`src/rtl/two_pointer_partition_array_pkg.sv`:
```
// Shared configuration for the partition block: default element width and half-length.
package two_pointer_partition_array_pkg;

  localparam int unsigned DEF_DATA_WIDTH = 8;
  localparam int unsigned DEF_NUM_DATA   = 8;

endpackage

```
`src/rtl/two_pointer_partition_array.sv`:
```
// Stable two-pointer partition: loads 2*NUM_DATA words, splits them around a pivot into
// order-preserving lo (< pivot) and hi (>= pivot) arrays, then streams both out pairwise.
module two_pointer_partition_array
  import two_pointer_partition_array_pkg::*;
#(
  parameter int unsigned DATA_WIDTH = DEF_DATA_WIDTH,
  parameter int unsigned NUM_DATA   = DEF_NUM_DATA,
  localparam int unsigned CW        = $clog2(2 * NUM_DATA) + 1
) (
  input  logic                  clk,
  input  logic                  rst,
  input  logic                  wr_en,
  input  logic [DATA_WIDTH-1:0] datain,
  input  logic                  compute_start,
  input  logic [DATA_WIDTH-1:0] pivot,
  input  logic                  rd_en,
  output logic [DATA_WIDTH-1:0] dataout_lo,
  output logic [DATA_WIDTH-1:0] dataout_hi,
  output logic                  valid_lo,
  output logic                  valid_hi,
  output logic [CW-1:0]         count_lo,
  output logic [CW-1:0]         count_hi,
  output logic                  done
);

  localparam int unsigned DEPTH = 2 * NUM_DATA;
  localparam int unsigned IW    = $clog2(DEPTH);
  localparam logic [CW-1:0] FULL = CW'(DEPTH);
  localparam logic [CW-1:0] LAST = CW'(DEPTH - 1);

  typedef enum logic [1:0] {
    ST_IDLE    = 2'd0,
    ST_COMPUTE = 2'd1,
    ST_DONE    = 2'd2
  } state_t;

  state_t state_q, state_d;

  logic [DATA_WIDTH-1:0] buff_in [DEPTH];
  logic [DATA_WIDTH-1:0] buff_lo [DEPTH];
  logic [DATA_WIDTH-1:0] buff_hi [DEPTH];

  logic [CW-1:0]         wr_count;
  logic [CW-1:0]         k;
  logic [CW-1:0]         i;
  logic [CW-1:0]         j;
  logic [CW-1:0]         rd_count;
  logic [DATA_WIDTH-1:0] pivot_q;

  logic                  wr_accept;
  logic                  start_accept;
  logic [DATA_WIDTH-1:0] cur;
  logic                  cur_is_lo;
  logic                  rd_lo_hit;
  logic                  rd_hi_hit;
  logic [IW-1:0]         rd_idx;

  // Handshake qualifiers and the element currently being classified.
  always_comb begin
    wr_accept    = (state_q == ST_IDLE) && wr_en && (wr_count != FULL);
    start_accept = (state_q == ST_IDLE) && compute_start && (wr_count == FULL);
    cur          = buff_in[k[IW-1:0]];
    cur_is_lo    = (cur < pivot_q);
    rd_idx       = rd_count[IW-1:0];
    rd_lo_hit    = (rd_count < i);
    rd_hi_hit    = (rd_count < j);
  end

  // Next-state logic; DONE is left only through rst.
  always_comb begin
    state_d = state_q;
    unique case (state_q)
      ST_IDLE:    if (start_accept) state_d = ST_COMPUTE;
      ST_COMPUTE: if (k == LAST) state_d = ST_DONE;
      ST_DONE:    state_d = ST_DONE;
      default:    state_d = ST_IDLE;
    endcase
  end

  // Storage arrays carry no reset; their contents are don't-care until rewritten.
  always_ff @(posedge clk) begin
    if (!rst) begin
      if (wr_accept) buff_in[wr_count[IW-1:0]] <= datain;
      if (state_q == ST_COMPUTE) begin
        if (cur_is_lo) buff_lo[i[IW-1:0]] <= cur;
        else           buff_hi[j[IW-1:0]] <= cur;
      end
    end
  end

  // Control, pointers and registered outputs.
  always_ff @(posedge clk) begin
    if (rst) begin
      state_q    <= ST_IDLE;
      wr_count   <= '0;
      k          <= '0;
      i          <= '0;
      j          <= '0;
      rd_count   <= '0;
      pivot_q    <= '0;
      dataout_lo <= '0;
      dataout_hi <= '0;
      valid_lo   <= 1'b0;
      valid_hi   <= 1'b0;
      done       <= 1'b0;
    end else begin
      state_q <= state_d;
      unique case (state_q)
        ST_IDLE: begin
          if (wr_accept) wr_count <= wr_count + CW'(1);
          if (start_accept) begin
            pivot_q <= pivot;
            k       <= '0;
            i       <= '0;
            j       <= '0;
          end
        end
        ST_COMPUTE: begin
          k <= k + CW'(1);
          if (cur_is_lo) i <= i + CW'(1);
          else           j <= j + CW'(1);
          if (k == LAST) done <= 1'b1;
        end
        ST_DONE: begin
          if (rd_en) begin
            dataout_lo <= rd_lo_hit ? buff_lo[rd_idx] : '0;
            valid_lo   <= rd_lo_hit;
            dataout_hi <= rd_hi_hit ? buff_hi[rd_idx] : '0;
            valid_hi   <= rd_hi_hit;
            if (rd_count != FULL) rd_count <= rd_count + CW'(1);
          end else begin
            valid_lo <= 1'b0;
            valid_hi <= 1'b0;
          end
        end
        default: ;
      endcase
    end
  end

  assign count_lo = i;
  assign count_hi = j;

endmodule

```
`config.mk`:
```
export PLATFORM = sky130hd
export DESIGN_NAME = two_pointer_partition_array
export DESIGN_NICKNAME = d
export VERILOG_FILES = /design/src/rtl/two_pointer_partition_array_pkg.sv /design/src/rtl/two_pointer_partition_array.sv
export SDC_FILE = /design/constraint.sdc
export NUM_CORES = 1
export LEC_CHECK = 0
export CAP_MARGIN = 30
export CELL_PAD_IN_SITES_DETAIL_PLACEMENT = 1
export CELL_PAD_IN_SITES_GLOBAL_PLACEMENT = 1
export CORE_ASPECT_RATIO = 1.25
export CORE_MARGIN = 2
export CORE_UTILIZATION = 30
export CTS_CLUSTER_DIAMETER = 80
export DETAILED_ROUTE_END_ITERATION = 6
export HOLD_SLACK_MARGIN = 0.08
export PLACE_DENSITY_LB_ADDON = 0.1
export SLEW_MARGIN = 40
export SYNTH_ARGS = -nofsm -noshare
export SYNTH_HDL_FRONTEND = slang
export SYNTH_SLANG_ARGS = --single-unit
```
`constraint.sdc`:
```
create_clock -name clk -period 6.6 [get_ports clk]
set_clock_uncertainty 0.2 [all_clocks]
set_input_delay 0.99 -clock clk [delete_from_list [all_inputs] [get_ports clk]]
set_output_delay 0.99 -clock clk [all_outputs]
set_load 0.005 [all_outputs]
```
==> out/results.txt, run 1 <==
Status: finished clean
Synth async-reset ratio: 0
DPL Wire Length: 30500 µm
CP Data Required Time: 6.61 ns
Ys flop type: edfxtp_1
Synth Area in Adders: 0.0237
Cts bufs inserted: 49
Final Power: 5770 µW
# rows: 100
Core area: 59300 µm²
Synth warn: 0
Worst slew pin tran: 0.823 ns
Unrepaired setup endpoints after global routing: no
Initial antenna violation count: 0
Worst r2r path cells: 12
Leading cell type in the layout, fill and taps excluded: edfxtp_1
Via density: 4.79
Multiplexer area fraction after synthesis: 0.153
DRT iter0 DRCs: 481
Crit path DAT: 5.16 ns
Nets: 1132
Postcts setup bufs: 0
Setup tns final: 0 ns
Ports: 50
Cell area power density: 275 nW/µm²
Port Buf Inserts: 49
Total grt overflow: 0
Setup Viol. Count Final: 0
Post-CTS Resized: 0
Synth-to-Final Area Change: 17.2%
Kind of critical path: reg2reg
Root Buffer: clkbuf_16
CTS Hold Bufs: 0
WL final: 45600 µm
Final GP Congestion: 0.715
Hold path depth: 2
Syn Inst Count: 981
Pleak: 0.00649 µW
Synth Area in Simple Gates: 0.0472
Yosys reg bits: 446
Hold EP: dataout_lo[3]$_SDFFE_PP0P_
Register-to-register setup slack: 1.45 ns
Crit share post-route: 0.781
Tot GR Track Use: 0.151
Final core occ: 0.354
Largest net degree at the start of global routing: 56
Clock-pin slew on the worst setup and hold paths: 0.06 ns
Max frequency: 194 MHz
Vias in the first global route: 10003
DR WL/cell: 24.3 µm
Slew HR: 0.449
CTS tree: done
Critical Path Fanout Max: 33
Antenna Cells: 0
Highest-count cells in the layout ignoring fill and taps: edfxtp_1, mux4_2, nor2_1
Peak VDD IR: 0.192 mV
H-tree levels: 2
Via count: 8993
Die X: 223 µm
Clock insertion delay at the later pin of the skew report: 0.60 ns
Final hold violations: 0
Largest family of logic cells by synthesized area: multiplexers
Slew Limit Fails: 0
Post-DP Area: 19500 µm²
Startpoint Class: register
Remaining DRCs: 0
FF-to-FF End: buff_lo[4][4]$_DFFE_PP_
Final instance area: 21000 µm²
Min-delay src: dataout_lo[3]$_SDFFE_PP0P_
Final ANT Viol Nets: 0
Die area: 61700 µm²
Syn Nets: 1036
Crit. End Element: register
Initial Utilization: 0.302
Max-Cap Viols: 0
Mapped Avg Cell Area: 18.3 µm²
# clock sinks: 446
Seq/Total Area, Yosys: 0.713
CTS Buffer Depth: 3
Synth cell types: 52
First-pass GRT wire length: 67900 µm
Number of flops mapped to enable cells by yosys: 384
Min Tclk post-route: 5.15 ns
Compound-Gate Fraction of Synth Area: 0.0364
DRT Pass-1 Iters: 4
Xor/xnor share of the synthesized area: 0.00391
Die height: 277 µm
Synth Cell Area: 17900 µm²
WHS: 0.255 ns
Share of cells above drive strength 1: 0.228
Min-delay worst type: reg2reg
-- cells in the mapped netlist (3+ instances only) --
cell | n | area (µm²)
buf_4 | 4 | 30.0
a32oi_1 | 3 | 26.3
clkbuf_1 | 15 | 56.3
nor4_1 | 3 | 18.8
o21ai_0 | 6 | 30.0
inv_1 | 31 | 116
buf_6 | 9 | 101
dfxtp_1 | 62 | 1240
nand2b_1 | 7 | 43.8
buf_1 | 11 | 41.3
nor3_1 | 18 | 90.1
buf_2 | 5 | 25.0
mux2i_1 | 13 | 130
nand2_1 | 45 | 169
edfxtp_1 | 384 | 11500
a21oi_1 | 40 | 200
a21o_1 | 7 | 52.6
xor2_1 | 6 | 52.6
nand4_1 | 5 | 31.3
a31oi_1 | 3 | 18.8
nor2b_1 | 3 | 18.8
o211ai_1 | 18 | 135
ha_1 | 34 | 425
mux4_1 | 7 | 184
nor2_1 | 84 | 315
nand3_1 | 16 | 80.1
a22oi_1 | 3 | 22.5
mux4_2 | 108 | 2430
-- flip-flops by register name, summed over array words and instances (netlist names), named ones only --
name and cells:
buff_hi 128, buff_in 128, buff_lo 128, dataout_hi 8, dataout_lo 8, pivot_q 8, count_hi 5, count_lo 5
k 5, rd_count 5, wr_count 5, state_q 2, done 1, valid_hi 1, valid_lo 1
-- worst max path at each step --
stage	to	slack [ns]	cells after the start
detailed placement	buff_lo[13][0]$_DFFE_PP_	1.37	12
global route	buff_lo[4][4]$_DFFE_PP_	1.07	11
finish	buff_lo[4][4]$_DFFE_PP_	1.45	12
CTS	buff_lo[9][1]$_DFFE_PP_	1.36	12
global placement	buff_lo[13][6]$_DFFE_PP_	1.36	12
floorplan	buff_lo[3][0]$_DFFE_PP_	1.76	13
-- area by class of cell --
| class | count | area (µm²) |
|---|---|---|
| repair buffers | 91 | 813 |
| fillers | 5962 | 38300 |
| well taps | 765 | 957 |
| clock buffers | 64 | 1330 |
| inverters | 34 | 128 |
| multi-input cells | 455 | 4800 |
| clock inverters | 24 | 190 |
| flip-flops and latches | 446 | 12800 |
-- kinds of logic after synthesis --
group	count (synthesis)
DFF	446
and+or+nand+nor	189
muxes	128
AOI/OAI and AO/OA	96
buffers and inverters	80
adders and majority gates	34
xor gates and xnor gates	8
-- routing by layer --
| layer | global-route usage | routed length [µm] | up-vias |
|---|---|---|---|
| li1 | - | - | 4119 |
| met1 | 0.167 | 17700 | 4706 |
| met2 | 0.295 | 25800 | 99 |
| met3 | 0.0227 | 1180 | 69 |
| met4 | 0.0416 | 995 | 0 |
| met5 | 0 | 0 | - |
-- worst max-delay path, stage by stage (launching register included) --
cell and delay (ns):
dfxtp_2 0.66, buf_4 0.33, mux4_2 0.51, mux4_1 0.54, buf_4 0.27, ha_1 0.24
a21o_1 0.18, a21oi_1 0.16, o211ai_1 0.17, o32ai_2 0.30, buf_4 0.25, nand3_1 0.22
nor2_1 0.69
-- stage by stage --
| stage | instances | setup slack, ns |
|---|---|---|
| final | 1879 | 1.45 |
| after global routing | 1879 | 1.07 |
| after CTS | 1879 | 1.36 |
| after detailed placement | 1791 | 1.37 |
| after global placement | 1790 | 1.36 |
| after floorplan | 981 | 1.76 |
-- power breakdown --
part / switching (µW) / internal, µW / total, µW / leakage [µW]
sequential: 3.43 / 3060 / 3060 / 0.00396
clock: 1120 / 1500 / 2620 / 0.000751
combinational: 65.6 / 27.8 / 93.3 / 0.00178
total: 1190 / 4590 / 5770 / 0.00649
Note: power is estimated with default switching activity, not from simulation.
==> inputs of run 2 (changes only) <==
==> constraint.sdc (replaced) <==
create_clock -name clk -period 4.4 [get_ports clk]
set_clock_uncertainty 0.2 [all_clocks]
set_input_delay 0.66 -clock clk [delete_from_list [all_inputs] [get_ports clk]]
set_output_delay 0.66 -clock clk [all_outputs]
set_load 0.005 [all_outputs]
==> out/results.txt, run 2 (synthesis gave the netlist of run 1 again) <==
Max frequency: 237 MHz (was 194 MHz)
Critical-path top delay cell: nor2_1 (unchanged)
CP Data Required Time: 4.43 ns (was 6.61 ns)
Pleak: 0.00666 µW (was 0.00649 µW)
CP max stage delay: 0.65 ns (was 0.69 ns)
Initial antenna violation count: 0 (unchanged)
Cts bufs inserted: 49 (unchanged)
H-tree levels: 2 (unchanged)
Register-to-register setup slack: 0.17 ns (was 1.45 ns)
Critical Path Fanout Max: 14 (was 33)
First-pass GRT wire length: 70300 µm (was 67900 µm)
DRT iter0 DRCs: 505 (was 481)
Critical path endpoint: buff_hi[5][3]$_DFFE_PP_ (was buff_lo[4][4]$_DFFE_PP_)
Final core occ: 0.360 (was 0.354)
Leading cell type in the layout, fill and taps excluded: edfxtp_1 (unchanged)
Met1 wire length: 18600 µm (was 17700 µm)
Post-DP Area: 19700 µm² (was 19500 µm²)
Unrepaired setup endpoints after global routing: no (unchanged)
Routed wl met3: 1230 µm (was 1180 µm)
Clock insertion delay at the later pin of the skew report: 0.59 ns (was 0.60 ns)
Status: finished clean (unchanged)
Cell area power density: 410 nW/µm² (was 275 nW/µm²)
Slew HR: 0.461 (was 0.449)
Startpoint Class: register (unchanged)
Crit path DAT: 4.25 ns (was 5.16 ns)
Seq pwr share: 0.525 (was 0.531)
Max Used Layer: met4 (unchanged)
WHS: 0.256 ns (was 0.255 ns)
Net Sw Frac: 0.206 (about the same)
Setup tns final: 0 ns (unchanged)
Via count: 9112 (was 8993)
Post-CTS Resized: 0 (unchanged)
Cell chain of the critical path: buf_4 -> mux4_2 -> mux4_2 -> ha_1 -> a21o_1 -> a21oi_1 -> o211ai_1 -> o32a_4 -> buf_4 -> nand3_1 -> nor2_1 (was buf_4 -> mux4_2 -> mux4_1 -> buf_4 -> ha_1 -> a21o_1 -> a21oi_1 -> o211ai_1 -> o32ai_2 -> buf_4 -> nand3_1 -> nor2_1)
Final GP Congestion: 0.720 (was 0.715)
Clock network fraction of total power: 0.458 (was 0.453)
Setup Viol. Count Final: 0 (unchanged)
FF-to-FF End: buff_hi[5][3]$_DFFE_PP_ (was buff_lo[4][4]$_DFFE_PP_)
DPL Wire Length: 32400 µm (was 30500 µm)
Nets: 1161 (was 1132)
Postcts setup bufs: 0 (unchanged)
Min Tclk post-route: 4.23 ns (was 5.15 ns)
Min-delay worst type: reg2reg (unchanged)
Share of cells above drive strength 1: 0.261 (was 0.228)
Psw: 1800 µW (was 1190 µW)
Design internal power: 6950 µW (was 4590 µW)
Clock-pin slew on the worst setup and hold paths: 0.06 ns (about the same)
Core area: 59300 µm² (unchanged)
Die height: 277 µm (unchanged)
Root Buffer: clkbuf_16 (unchanged)
Worst r2r path cells: 11 (was 12)
Largest net degree at the start of global routing: 55 (was 56)
Worst path bufs/invs: 2 (was 3)
# rows: 100 (unchanged)
CP top delay family: multiplexers (unchanged)
Die area: 61700 µm² (unchanged)
Total grt overflow: 0 (unchanged)
Max-Cap Viols: 0 (unchanged)
Synth-to-Final Area Change: 19.1% (was 17.2%)
DR WL/cell: 25.1 µm (was 24.3 µm)
Die X: 223 µm (unchanged)
CTS Buffer Depth: 3 (unchanged)
Crit. End Element: register (unchanged)
CTS Hold Bufs: 0 (unchanged)
Highest-count cells in the layout ignoring fill and taps: edfxtp_1, mux4_2, buf_4 (was edfxtp_1, mux4_2, nor2_1)
Initial Utilization: 0.302 (unchanged)
Met2 wire len: 27300 µm (was 25800 µm)
Levels on crit path: 11 (was 12)
Slew Limit Fails: 0 (unchanged)
WL final: 47800 µm (was 45600 µm)
Final hold violations: 0 (unchanged)
Final ANT Viol Nets: 0 (unchanged)
Antenna Cells: 0 (unchanged)
Ports: 50 (unchanged)
Via density: 4.77 (was 4.79)
Final instance area: 21300 µm² (was 21000 µm²)
Port Buf Inserts: 49 (unchanged)
# clock sinks: 446 (unchanged)
Worst slew pin tran: 0.806 ns (was 0.823 ns)
Tot GR Track Use: 0.158 (was 0.151)
Kind of critical path: reg2reg (unchanged)
Combinational fraction of design power: 0.017 (was 0.016)
Remaining DRCs: 0 (unchanged)
Peak VDD IR: 0.298 mV (was 0.192 mV)
DRT Pass-1 Iters: 4 (unchanged)
Crit share post-route: 0.960 (was 0.781)
Vias in the first global route: 10147 (was 10003)
CTS tree: done (unchanged)
-- run 2: metal layers --
metal / vias to the layer above / global-route usage
met1: 4804 / 0.177
met3: 56 / 0.0253
li1: 4165 / -
met5: - / 0
met2: 87 / 0.310
met4: 0 / 0.0329
-- run 2: final cells by class --
class,count,area (µm²)
clock inverters,31,269
repair buffers,120,1070
flip-flops and latches,446,12800
clock buffers,58,1280
multi-input cells,455,4840
inverters,34,128
fillers,5962,38000
well taps,765,957
-- run 2: worst min-delay path by stage --
| stage | from | to | slack (ns) | cells after the start |
|---|---|---|---|---|
| detailed placement | dataout_lo[3]$_SDFFE_PP0P_ | dataout_lo[3]$_SDFFE_PP0P_ | 0.25 | 2 |
| finish | dataout_lo[3]$_SDFFE_PP0P_ | dataout_lo[3]$_SDFFE_PP0P_ | 0.26 | 2 |
| global placement | dataout_hi[4]$_SDFFE_PP0P_ | dataout_hi[4]$_SDFFE_PP0P_ | 0.25 | 2 |
| floorplan | dataout_hi[0]$_SDFFE_PP0P_ | dataout_hi[0]$_SDFFE_PP0P_ | 0.25 | 2 |
| CTS | dataout_lo[3]$_SDFFE_PP0P_ | dataout_lo[3]$_SDFFE_PP0P_ | 0.26 | 2 |
| global route | dataout_lo[1]$_SDFFE_PP0P_ | dataout_lo[1]$_SDFFE_PP0P_ | 0.28 | 2 |
-- run 2: power by group through the flow --
stage	sequential, µW	combinational, µW	clock [µW]
CTS	4600	154	4140
detailed placement	4690	154	0
finish	4600	149	4010
floorplan	4690	60.8	0
global placement	4690	151	0
global route	4590	166	4290
-- run 2: worst min-delay path, stage by stage, from the launching register on --
cell and delay [ns]:
dfxtp_1 0.31, nand2_1 0.05, a21oi_1 0.05
-- run 2: per-stage QoR --
stage,setup WS [ns],power [µW],cells
2_1_floorplan,-0.121,4750,981
3_3_place_gp,-0.0801,4840,1820
3_5_place_dp,0.0165,4840,1820
4_1_cts,0.00949,8890,1909
5_1_grt,0.00650,9050,1909
6_report,0.175,8750,1909
